`src/rtl/booth_multiplier.sv`:
```
// booth_multiplier: sequential radix-2 Booth multiplier.
// Accepts two signed n-bit operands on a start strobe, performs one Booth
// step per clock and delivers the exact signed 2n-bit product together with
// a single-cycle done pulse. An (n+1)-bit accumulator keeps the most
// negative multiplicand exact, so no overflow case exists.
module booth_multiplier #(
   parameter int n = 10
) (
   input  logic             clk,
   input  logic             rst,
   input  logic             start,
   input  logic [n-1:0]     M,
   input  logic [n-1:0]     Q,
   output logic [2*n-1:0]   P,
   output logic             busy,
   output logic             done
);

   localparam int CW = $clog2(n + 1);

   localparam logic [0:0] IDLE = 1'b0;
   localparam logic [0:0] RUN  = 1'b1;

   logic [0:0]     state_q, state_d;
   logic [n:0]     a_q, a_d;        // sign-extended accumulator
   logic [n:0]     mr_q, mr_d;      // sign-extended multiplicand
   logic [n-1:0]   qr_q, qr_d;      // multiplier / low product half
   logic           q1_q, q1_d;      // Booth history bit
   logic [CW-1:0]  cnt_q, cnt_d;    // remaining Booth steps
   logic [2*n-1:0] p_q, p_d;
   logic           busy_q, busy_d;
   logic           done_q, done_d;

   logic [n:0]     a_sum;
   logic [n:0]     a_sh;
   logic [n-1:0]   qr_sh;

   // Booth add/subtract followed by the arithmetic right shift of {A,Qr,q_1}
   always_comb begin
      a_sum = a_q;
      case ({qr_q[0], q1_q})
         2'b01:   a_sum = a_q + mr_q;
         2'b10:   a_sum = a_q - mr_q;
         default: a_sum = a_q;
      endcase
      a_sh  = {a_sum[n], a_sum[n:1]};
      qr_sh = {a_sum[0], qr_q[n-1:1]};
   end

   // Next-state logic: operand capture in IDLE, one Booth step per RUN cycle
   always_comb begin
      state_d = state_q;
      a_d     = a_q;
      mr_d    = mr_q;
      qr_d    = qr_q;
      q1_d    = q1_q;
      cnt_d   = cnt_q;
      p_d     = p_q;
      busy_d  = busy_q;
      done_d  = 1'b0;
      case (state_q)
         IDLE: begin
            if (start) begin
               a_d     = '0;
               qr_d    = Q;
               q1_d    = 1'b0;
               mr_d    = {M[n-1], M};
               cnt_d   = CW'(n);
               busy_d  = 1'b1;
               state_d = RUN;
            end
         end
         RUN: begin
            a_d   = a_sh;
            qr_d  = qr_sh;
            q1_d  = qr_q[0];
            cnt_d = cnt_q - 1'b1;
            if (cnt_q == CW'(1)) begin
               // Final step: the product is the low 2n bits of {A,Qr}
               p_d     = {a_sh[n-1:0], qr_sh};
               done_d  = 1'b1;
               busy_d  = 1'b0;
               state_d = IDLE;
            end
         end
         default: begin
            busy_d  = 1'b0;
            state_d = IDLE;
         end
      endcase
   end

   // State registers; reset abandons any operation in flight
   always_ff @(posedge clk or posedge rst) begin
      if (rst) begin
         state_q <= IDLE;
         a_q     <= '0;
         mr_q    <= '0;
         qr_q    <= '0;
         q1_q    <= 1'b0;
         cnt_q   <= '0;
         p_q     <= '0;
         busy_q  <= 1'b0;
         done_q  <= 1'b0;
      end else begin
         state_q <= state_d;
         a_q     <= a_d;
         mr_q    <= mr_d;
         qr_q    <= qr_d;
         q1_q    <= q1_d;
         cnt_q   <= cnt_d;
         p_q     <= p_d;
         busy_q  <= busy_d;
         done_q  <= done_d;
      end
   end

   assign P    = p_q;
   assign busy = busy_q;
   assign done = done_q;

endmodule

```
`config.mk`:
```
export PLATFORM = sky130hd
export DESIGN_NAME = booth_multiplier
export DESIGN_NICKNAME = d
export VERILOG_FILES = /design/src/rtl/booth_multiplier.sv
export SDC_FILE = /design/constraint.sdc
export NUM_CORES = 1
export LEC_CHECK = 0
export CORE_ASPECT_RATIO = 1.2
export CORE_UTILIZATION = 50
export DETAILED_ROUTE_END_ITERATION = 6
export PLACE_DENSITY = 0.74
export SKIP_LAST_GASP = 1
export SLEW_MARGIN = 20
export SYNTH_ARGS = -nofsm -noshare
export SYNTH_HDL_FRONTEND = slang
export SYNTH_SLANG_ARGS = --single-unit
```
`constraint.sdc`:
```
create_clock -name clk -period 5.8 [get_ports clk]
set_input_delay 0.58 -clock clk [delete_from_list [all_inputs] [get_ports clk]]
set_output_delay 0.58 -clock clk [all_outputs]
set_load 0.005 [all_outputs]
```
Word level (Yosys, flattened, before mapping)
Cells that the tools add are included.
W data, S select, Z words.
{ "op_classes": {"add_sub_neg": 3, "multipliers": 0, "div_mod_pow": 0, "magnitude_cmp": 0, "eq_ne": 5, "shift": 0, "muxes": 17, "n_bitwise": 1, "reduce_logical": 3} }
{ "ops": {"columns": ["op", "count"], "rows": [
  ["$pmux W11 S2", 2],
  ["$pmux W10 S2", 1],
  ["$add A11 B11 Y11", 1],
  ["$mux W11", 1],
  ["$sub A11 B11 Y11", 1],
  ["$mux W10", 1],
  ["$pmux W4 S2", 1],
  ["$mux W1", 7],
  ["$pmux W1 S2", 3],
  ["$reduce_and A2 Y1", 3],
  ["$eq A4 B1 Y1 const B", 1],
  ["$mux W4", 1],
  ["$sub A4 B1 Y4 const B", 1],
  ["$eq A2 B1 Y1 const B", 1],
  ["$eq A2 B2 Y1 const B", 1],
  ["$ne A2 B1 Y1 const B", 1],
  ["$ne A2 B2 Y1 const B", 1],
  ["$not A1 Y1", 1]
]} }
{ "totals": {"regBits": 59, "latchBits": 0, "ramBits": 0, "romBits": 0, "out_inout_bits": 22, "word_cells": 38, "mem_count": 0} }

Depth between registers and ports, before layout
{ "depth": {"ltp_word": 3, "depth_mapped": 12} }

Worst setup path after synthesis
OpenSTA, ideal clock, no wires.
{ "synth_path": {"kind": "register -> register", "start": "reg mr_q[2]", "end": "reg a_q[9]", "setup_ps": 83, "arrival_time_ps": 2779, "path_slack_ps": 2939, "path_stages_with_launch": 12, "n_path_buf": 0, "period_less_slack_ps": 2861, "path_cell_list": "dfrtp_1 -> nor3_1 -> and4_1 -> a21o_1 -> xor2_1 -> ha_1 -> and3_1 -> o21ai_1 -> nand2b_4 -> or4_4 -> a211o_1 -> o21ai_0"} }
{ "synth_between": {"elab_chain_len": 3} }
{ "synth_lines": {"columns": ["item", "line_no", "text"], "rows": [
  ["start: declaration", "26", "logic [n:0] mr_q, mr_d;"],
  ["start signal: assignment", "108", "mr_q <= mr_d;"],
  ["$sub A11 B11 Y11 / $add A11 B11 Y11 (equally long branches)", "43, 42", null],
  ["$pmux W11 S2 (*)", "41", "case ({qr_q[0], q1_q})"],
  ["$pmux W11 S2 (*)", "61", "case (state_q)"],
  ["end signal: assignment", "97", "a_q <= '0;"],
  ["end signal: assignment", "107", "a_q <= a_d;"],
  ["end: declaration", "25", "logic [n:0] a_q, a_d;"]
]} }
Mark *: on every way between the ends. The rest lies on a longest branch, timed or not.
A chain may end at the register's enable or synchronous reset.

Final worst setup path
Same ends and word-level chain as after synthesis.

==> metrics.md <==
| Metric | Value |
|---|---|
| Fin nets | 416 |
| Status | finished, final reports clean |
| DPL Wire Length | 4507 µm |
| Core Region | 6128 µm² |
| Fraction of layout cells with a size suffix above 1 | 9.399% |
| Max_cap viols | 0 |
| Synth Instances | 338 |
| Via-to-Cell Ratio | 5.445 |
| GPL Wtd Cong | 0.8078 |
| Seq/Total Area, Yosys | 44.98% |
| Global-route wire length before repair | 11,240 µm |
| Fraction of registers with async set/reset | 100.0% |
| Peak supply drop | 419.9 µV |
| # IOs | 45 |
| First-pass DRT Iterations | 5 |
| Vias in the first global route | 2,429 |
| EDFF count, synth | 0 |
| Routed Wire Length | 6758 µm |
| Ant diodes | 0 |
| Power Total | 2.917 mW |
| Final Hold Vio Count | 0 |
| Critical path peak fanout | 7 |
| Critical path class | flip-flop to flip-flop |
| WL per Instance | 14.53 µm |
| Initial Utilization | 52.65% |
| Synth top area share | 44.98% |
| Yosys reg bits | 58 |
| Final min period | 3.156 ns |
| Crit. End Element | flip-flop |
| Cts repair resizes | 0 |
| Post-Syn Area | 3227 µm² |
| Synthesized area per cell | 9.547 µm² |
| Cell Rows | 31 |
| Largest area contributor in the netlist | dfrtp_1 |
| Dpl ws | 2.716 ns |
| TritonCTS buffer count | 9 |
| Max frequency | 316.8 MHz |
| Remaining global-route overflow | 0 |
| Largest net degree at the start of global routing | 59 |
| Die X | 75.34 µm |
| Top cells by area, synth | dfrtp_1, nand2_1, ha_1, mux2i_1, o21ai_0 |
| Register area | 1451 µm² |
| PortBufs | 44 |
| Number of hold buffers added after CTS | 0 |
| Leakage power figure | 1.841 nW |
| Fin Clk Skew | 0.005969 ns |
| H-tree Lvls | 3 |
| WP data arrival | 3.42 ns |
| Final setup fails | 0 |
| Clock Latency Late Sink | 0.34 ns |
| Ys Warns | 0 |
| GRT Resource Usage Total | 21.69% |
| Max transition margin | 31.44% |
| RSZ-0062 raised after global routing | false |
| Via count | 2,532 |
| Fin. max-slew vios | 0 |
| Most frequent cell after synthesis | dfrtp_1 |
| # DRC | 0 |
| Worst Slack Setup Final | 2.644 ns |
| Area delta synth->final | 22.37% |
| # Post-CTS Setup Buffers | 0 |
| Clk buf depth | 2 |
| Worst Setup Start Kind | flip-flop |
| Syn_nets | 376 |
| Die Footprint | 6780 µm² |
| Slew at the pin with the worst max-slew slack | 1.026 ns |
| Clock root cell | clkbuf_8 |
| Sum Neg Setup Slack | 0 ns |
| Num Clock Sinks | 58 |
| Multi-input gate area | 1642 µm² |
| Distinct cells, synth | 54 |
| Top cells by count, synth | dfrtp_1, nand2_1, o21ai_0 |
| Initial antenna violation count | 0 |
| Worst-path clk slew | 0.07 ns |
| # fillers | 535 |
| Initial DRC count | 134 |
| Antenna-violating nets left | 0 |
| Hold Path Class | flip-flop to flip-flop |
| Hold slack | 0.4757 ns |
| Worst path required time | 6.06 ns |
| PwrDens | 738.7 nW/µm² |
| Die Span Y | 90 µm |
| Top_reg_cell synth | dfrtp_1 |
| Clock tree from TritonCTS | done |
| Period utilisation layout | 54.42% |
==> critical path, stage by stage, from the launching register on <==
cell and delay [ns]:
dfrtp_1 0.43, nor3_1 0.39, and4_1 0.28, a21o_1 0.13, xor2_1 0.14, ha_1 0.31
and3_1 0.22, o21ai_1 0.22, nand2b_4 0.07, or4_4 0.50, a211o_1 0.30, o21ai_0 0.07
==> registers in the layout, indices dropped and copies added, names as in the netlist <==
signal and cells:
P 20, a_q 10, mr_q 10, qr_q 10
cnt_q 4, busy 1, done 1, q1_q 1
state_q 1
==> where the power goes <==
group	total (mW)	switching, mW	internal, mW
Sequential	0.758	0.148	0.610
Combinational	1.72	0.895	0.826
Clock	0.438	0.161	0.276
Total	2.92	1.21	1.71
==> per-stage QoR <==
step	util, %	instances	area [µm²]
detailed placement	60.56	449	3711
global placement	60.56	449	3711
global route	64.43	465	3949
CTS	64.43	465	3949
floorplan	-	338	3227
finish	64.43	465	3949
==> logic make-up (layout without fill, tap and decap cells) <==
kind of cell             count (synthesis)  count (layout)  share of synthesized area (%)
AO/OA/AOI/OAI                           71              71                          13.69
adder cells (fa/ha/maj)                 15              15                          6.049
flip-flops                              58              58                          44.98
XOR/XNOR                                12              12                          3.257
buffers and inverters                   32              77                          4.149
AND/OR/NAND/NOR                        124             124                          19.43
multiplexers                            26              26                          8.453
==> layer usage <==
metal	track usage, %	wire [µm]
met5	0	0
met4	8.488	161
met3	5.157	250
met2	34.30	3297
met1	28.18	3049
==> area by class of cell <==
| class | count | area share [%] |
|---|---|---|
| multi-input cells | 248 | 41.57 |
| clock buffers | 12 | 4.182 |
| flip-flops and latches | 58 | 36.76 |
| repair buffers | 47 | 11.72 |
| inverters | 14 | 1.331 |
| clock inverters | 4 | 1.838 |
| well taps | 82 | 2.598 |
==> cell usage in the layout, fill, tap and decap left out, drive strengths merged, types with 3 or more instances in the layout <==
| cell type | instances |
|---|---|
| a31oi | 6 |
| o21a | 3 |
| xnor2 | 10 |
| a21oi | 13 |
| and3 | 4 |
| clkbuf | 12 |
| inv | 14 |
| nor3b | 5 |
| nand4b | 3 |
| clkdlybuf4s50 | 44 |
| nor2b | 7 |
| dfrtp | 58 |
| ha | 14 |
| nor2 | 20 |
| o21ai | 28 |
| a21o | 4 |
| nor3 | 5 |
| nand2 | 57 |
| nand2b | 7 |
| o31ai | 4 |
| nand3 | 4 |
| mux2 | 10 |
| buf | 3 |
| mux2i | 16 |
==> path summary, 6_finish.rpt <==
kind / start / to / slack (ns) / cells past startpoint
max: mr_q[2] / a_q[9] / 2.64 / 11
min: P[7] / P[7] / 0.48 / 2
max reg2reg: mr_q[2] / a_q[9] / 2.64 / 11
min reg2reg: P[7] / P[7] / 0.48 / 2
max in group asynchronous: rst / a_q[9] / 4.57 / 3
min in group asynchronous: rst / done / 0.76 / 3
Power figures use the tool's default switching activity.
